$ cat src/rtl/mem_port_arbiter.sv
// Arbitrates one single-port unified memory between instruction fetch and data
// load/store requesters, tracking the fixed memory latency for the owning side.
module mem_port_arbiter #(
  parameter int ADDR_W     = 32,
  parameter int DATA_W     = 32,
  parameter int MEM_LAT    = 2,
  parameter int STARVE_MAX = 4
) (
  input  logic              clk,
  input  logic              reset,
  input  logic              if_req,
  input  logic [ADDR_W-1:0] if_addr,
  output logic              if_gnt,
  output logic              if_rvalid,
  output logic [DATA_W-1:0] if_rdata,
  input  logic              d_req,
  input  logic              d_we,
  input  logic [ADDR_W-1:0] d_addr,
  input  logic [DATA_W-1:0] d_wdata,
  output logic              d_gnt,
  output logic              d_rvalid,
  output logic [DATA_W-1:0] d_rdata,
  output logic              mem_en,
  output logic              mem_we,
  output logic [ADDR_W-1:0] mem_addr,
  output logic [DATA_W-1:0] mem_wdata,
  input  logic [DATA_W-1:0] mem_rdata,
  output logic              busy
);

  localparam int LAT_W = (MEM_LAT > 1) ? $clog2(MEM_LAT) : 1;
  localparam int STV_W = $clog2(STARVE_MAX + 1);

  localparam logic [0:0] S_IDLE = 1'b0;
  localparam logic [0:0] S_WAIT = 1'b1;

  localparam logic [1:0] OWN_NONE  = 2'd0;
  localparam logic [1:0] OWN_FETCH = 2'd1;
  localparam logic [1:0] OWN_DATA  = 2'd2;

  localparam logic [LAT_W-1:0] LAT_LOAD = LAT_W'(MEM_LAT - 1);
  localparam logic [STV_W-1:0] STV_MAX  = STV_W'(STARVE_MAX);

  logic [0:0]       state;
  logic [1:0]       owner;
  logic [LAT_W-1:0] lat_cnt;
  logic [STV_W-1:0] starve_cnt;

  logic done;
  logic issue;
  logic grant_d;
  logic grant_i;

  // Completion cycle doubles as an issue point, so accesses pipeline at MEM_LAT spacing.
  always_comb begin
    done    = (state == S_WAIT) && (lat_cnt == '0);
    issue   = (state == S_IDLE) || done;
    grant_d = issue && d_req && (!if_req || (starve_cnt != STV_MAX));
    grant_i = issue && if_req && !grant_d;
  end

  always_ff @(posedge clk) begin
    if (!reset) begin
      state      <= S_IDLE;
      owner      <= OWN_NONE;
      lat_cnt    <= '0;
      starve_cnt <= '0;
    end else if (issue) begin
      if (grant_d || grant_i) begin
        state   <= S_WAIT;
        owner   <= grant_d ? OWN_DATA : OWN_FETCH;
        lat_cnt <= LAT_LOAD;
      end else begin
        state   <= S_IDLE;
        owner   <= OWN_NONE;
        lat_cnt <= '0;
      end
      // Count only data wins that actually made fetch wait.
      if (grant_d && if_req) begin
        if (starve_cnt != STV_MAX) starve_cnt <= starve_cnt + STV_W'(1);
      end else begin
        starve_cnt <= '0;
      end
    end else begin
      lat_cnt <= lat_cnt - LAT_W'(1);
    end
  end

  // Every output is held at zero while reset is asserted.
  always_comb begin
    if_gnt    = 1'b0;
    d_gnt     = 1'b0;
    if_rvalid = 1'b0;
    d_rvalid  = 1'b0;
    if_rdata  = '0;
    d_rdata   = '0;
    mem_en    = 1'b0;
    mem_we    = 1'b0;
    mem_addr  = '0;
    mem_wdata = '0;
    busy      = 1'b0;
    if (reset) begin
      if_gnt    = grant_i;
      d_gnt     = grant_d;
      mem_en    = grant_i || grant_d;
      mem_we    = grant_d && d_we;
      if (grant_d)      mem_addr = d_addr;
      else if (grant_i) mem_addr = if_addr;
      if (grant_d && d_we) mem_wdata = d_wdata;
      if_rvalid = done && (owner == OWN_FETCH);
      d_rvalid  = done && (owner == OWN_DATA);
      if (done && (owner == OWN_FETCH)) if_rdata = mem_rdata;
      if (done && (owner == OWN_DATA))  d_rdata  = mem_rdata;
      busy      = (state == S_WAIT);
    end
  end

endmodule

$ cat config.mk
export PLATFORM = sky130hd
export DESIGN_NAME = mem_port_arbiter
export DESIGN_NICKNAME = d
export VERILOG_FILES = /design/src/rtl/mem_port_arbiter.sv
export SDC_FILE = /design/constraint.sdc
export NUM_CORES = 1
export LEC_CHECK = 0
export ABC_AREA = 1
export ABC_CLOCK_PERIOD_IN_PS = 1940
export CAP_MARGIN = 20
export CORE_AREA = 3 3 103 105
export CTS_CLUSTER_SIZE = 24
export DETAILED_ROUTE_END_ITERATION = 7
export DIE_AREA = 0 0 106 108
export GPL_TIMING_DRIVEN = 0
export HOLD_SLACK_MARGIN = 0.15
export PLACE_DENSITY = 0.71
export SKIP_LAST_GASP = 1
export SYNTH_ARGS = -nofsm -noshare
export SYNTH_HDL_FRONTEND = slang
export SYNTH_SLANG_ARGS = --single-unit
export TNS_END_PERCENT = 50
$ cat constraint.sdc
create_clock -name clk -period 1.94 [get_ports clk]
set_input_delay 0.388 -clock clk [delete_from_list [all_inputs] [get_ports clk]]
set_output_delay 0.388 -clock clk [all_outputs]
set_load 0.005 [all_outputs]
==> flow_summary.json <==
{
  "status": "complete, but fails checks",
  "violations": "negative setup slack",
  "syn2layout_area_growth_pct": 209,
  "clock_latency_ns": 0.23,
  "cts_buffers": 3,
  "drv_slew": 0,
  "stdcell_area_um2": 5130,
  "yosys.area_share.xor_xnor_pct": 0,
  "fin_crit_sh_pct": 112,
  "yosys.area_share.adder_pct": 1.51,
  "intPower_w": 0.000792,
  "drt-total-wl_um": 11900,
  "place_ws_ns": -0.795,
  "worstHoldStart": "owner[0]",
  "start_util_pct": 17.1,
  "vias": 3377,
  "rr_worst_depth": 7,
  "synth_cell_type_count": 21,
  "cts_tree": "built",
  "grt_max_degree": 11,
  "syn-num-nets": 473,
  "critPathLaunchType": "register",
  "syn-cell-area_um2": 1660,
  "clkSinkCount": 7,
  "min_path_type": "register to register",
  "clock.fmax_ghz": 0.462,
  "worstReg2RegEnd": "owner[0]",
  "critPathKind": "register to output port",
  "period_needed_ns": 2.17,
  "synth_seq_cells": 7,
  "core_um2": 9730,
  "reg2reg_setup_slack_ns": 0.70,
  "postRouteAntennaNets": 0,
  "final_common_cell": "clkdlybuf4s50_1",
  "numPortBuffers": 266,
  "holdPathStages": 2,
  "synth_top_family_by_area": "simple AND/OR/NAND/NOR gates",
  "slew_headroom_pct": 65.3,
  "wl_per_cell_um": 15.2,
  "synth-seq-area-share_pct": 8.44,
  "hold_path_end": "owner[0]",
  "final_nets": 788,
  "reg2reg_from": "starve_cnt[0]",
  "crit_fanout": 10,
  "dp_cells": 737,
  "fin_worst_skew_ns": 0.00326,
  "ioPinCount": 268,
  "cp.arrival_ns": 1.78,
  "mostFrequentLayoutCells": "clkdlybuf4s50_1 (140), nor2_1 (76), inv_1 (74)",
  "die_area_um2": 11400,
  "yosys_warnings": 0,
  "avgSynthCellArea_um2": 4.91,
  "grt_pass1_wl_um": 16800,
  "clk_pin_slew_ns": 0.04,
  "drtIter0Drc": 116,
  "gr-usage-all-layers_pct": 18.2,
  "synthMuxAreaShare_pct": 0,
  "routed_via_density": 4.30,
  "synth_simple_gate_area_share_pct": 60.4,
  "ctsRootBufferMaster": "clkbuf_8",
  "required_ns": 1.55,
  "p_comb_share_pct": 68.6,
  "worst_setup_path_end_kind": "output port",
  "grt_setup_unrepaired": "true",
  "rows": 36,
  "grt_pass1_vias": 3310,
  "fillCellCount": 935,
  "dr.pass1.iters": 4,
  "clkPwrFrac_pct": 17.3,
  "powerDensity_nw_per_um2": 231,
  "gp_congestion": 0.819,
  "hpwl_um": 9400,
  "die_h_um": 108,
  "antenna_cells": 0,
  "gr-total-overflow": 0,
  "cts_buffer_depth": 2,
  "worstMarginPinSlew_ns": 0.521,
  "place_area_um2": 4490,
  "netSwitchingPower_w": 0.000391,
  "timing.final.hold_violations": 0,
  "synth_compound_area_share_pct": 2.86,
  "sw_frac_of_total_pct": 33.1,
  "seq_power_share_pct": 14.1,
  "p_leak_nw": 3.67,
  "antenna_found_initial": 1,
  "finalSetupViolCount": 74,
  "drive_above_1_share_pct": 23.8,
  "synth_cells": 338,
  "ir_drop_v": 0.000157,
  "fin_cells": 785,
  "fp.dieW_um": 106,
  "post-route-drc-count": 0,
  "drv_cap": 0,
  "setup_slack_ns": -0.227,
  "cts_max_level": 1
}
[kinds of logic (layout without fill, tap and decap cells)]
family	Yosys count	after routing
simple gates	216	216
buf+inv	106	420
compound gates	7	7
flops	7	7
fa+ha+maj	2	2
[sequential cells by signal, summed over array words and instances (netlist names)]
name        cells
lat_cnt         1
owner           2
starve_cnt      3
state           1
[cells in the mapped netlist, drive strengths merged]
master	instances	area share [%]
nand3	40	13
buf	21	7.6
ha	2	1.5
nor2	97	23
inv	80	18
a21oi	2	1.3
clkbuf	5	1.1
o21ai	4	1.2
nand2	43	9.9
dfxtp	7	8.4
nand4	36	14
a31oi	1	0.38
[per-stage QoR]
step	util, %	total power (W)	setup TNS [ns]	hold slack [ns]
global placement	46.1	0.000889	-65.05	0.475
finish	52.7	0.00118	-9.00	0.506
global route	52.7	0.00126	-14.91	0.548
detailed placement	46.1	0.000901	-66.86	0.495
CTS	50.0	0.00118	-24.47	0.501
floorplan	-	0.000392	0	0.462
[layout make-up]
cell class / instances / area, um2 / area share [%]
timing repair buffer: 311 / 3030 / 59.1
multi-input combinational: 225 / 1190 / 23.2
inverter: 80 / 304 / 5.93
buffer: 25 / 244 / 4.76
tap: 133 / 166 / 3.25
sequential: 7 / 148 / 2.88
clock buffer: 4 / 45.0 / 0.879
[worst max-delay path by stage]
stage,start,end,depth (start not counted)
after floorplan,starve_cnt[0],mem_addr[10],6
after global placement,if_req,mem_addr[21],7
after detailed placement,if_req,mem_addr[21],7
after CTS,state,d_rdata[7],6
after global routing,lat_cnt,if_rdata[2],8
final,lat_cnt,if_rdata[2],8
[metal layers]
layer	track usage, %	part of all wire, %	routed length (um)	vias up
li1	-	-	-	1665
met1	19.3	37	4440	1539
met2	36.1	54	6420	161
met3	4.66	7.8	930	10
met4	3.98	0.86	102	2
met5	0	0.092	11	-
[power by group through the flow]
stage / Sequential, W / Combinational [W] / Clock (W)
global route: 0.000169 / 0.000874 / 0.000219
detailed placement: 0.000168 / 0.000734 / 0
global placement: 0.000166 / 0.000722 / 0
floorplan: 0.000165 / 0.000227 / 0
finish: 0.000167 / 0.000811 / 0.000204
CTS: 0.000167 / 0.000799 / 0.000213
[repair_timing]
item | CTS | global route
setup endpoints to repair | 135 | 134
hold buffers | 0 | 0
buffers inserted | 33 | 8
cloned | 5 | 0
pin swaps | 10 | 5
resized for setup | 258 | 102
[worst max-delay path: stages, from the launching register on]
cell	delay [ns]
dfxtp_4	0.35
inv_1	0.05
nand2_1	0.04
inv_1	0.06
nand4_1	0.08
buf_4	0.17
buf_4	0.17
nor2_2	0.11
clkdlybuf4s50_1	0.51
Power figures use the tool's default switching activity.
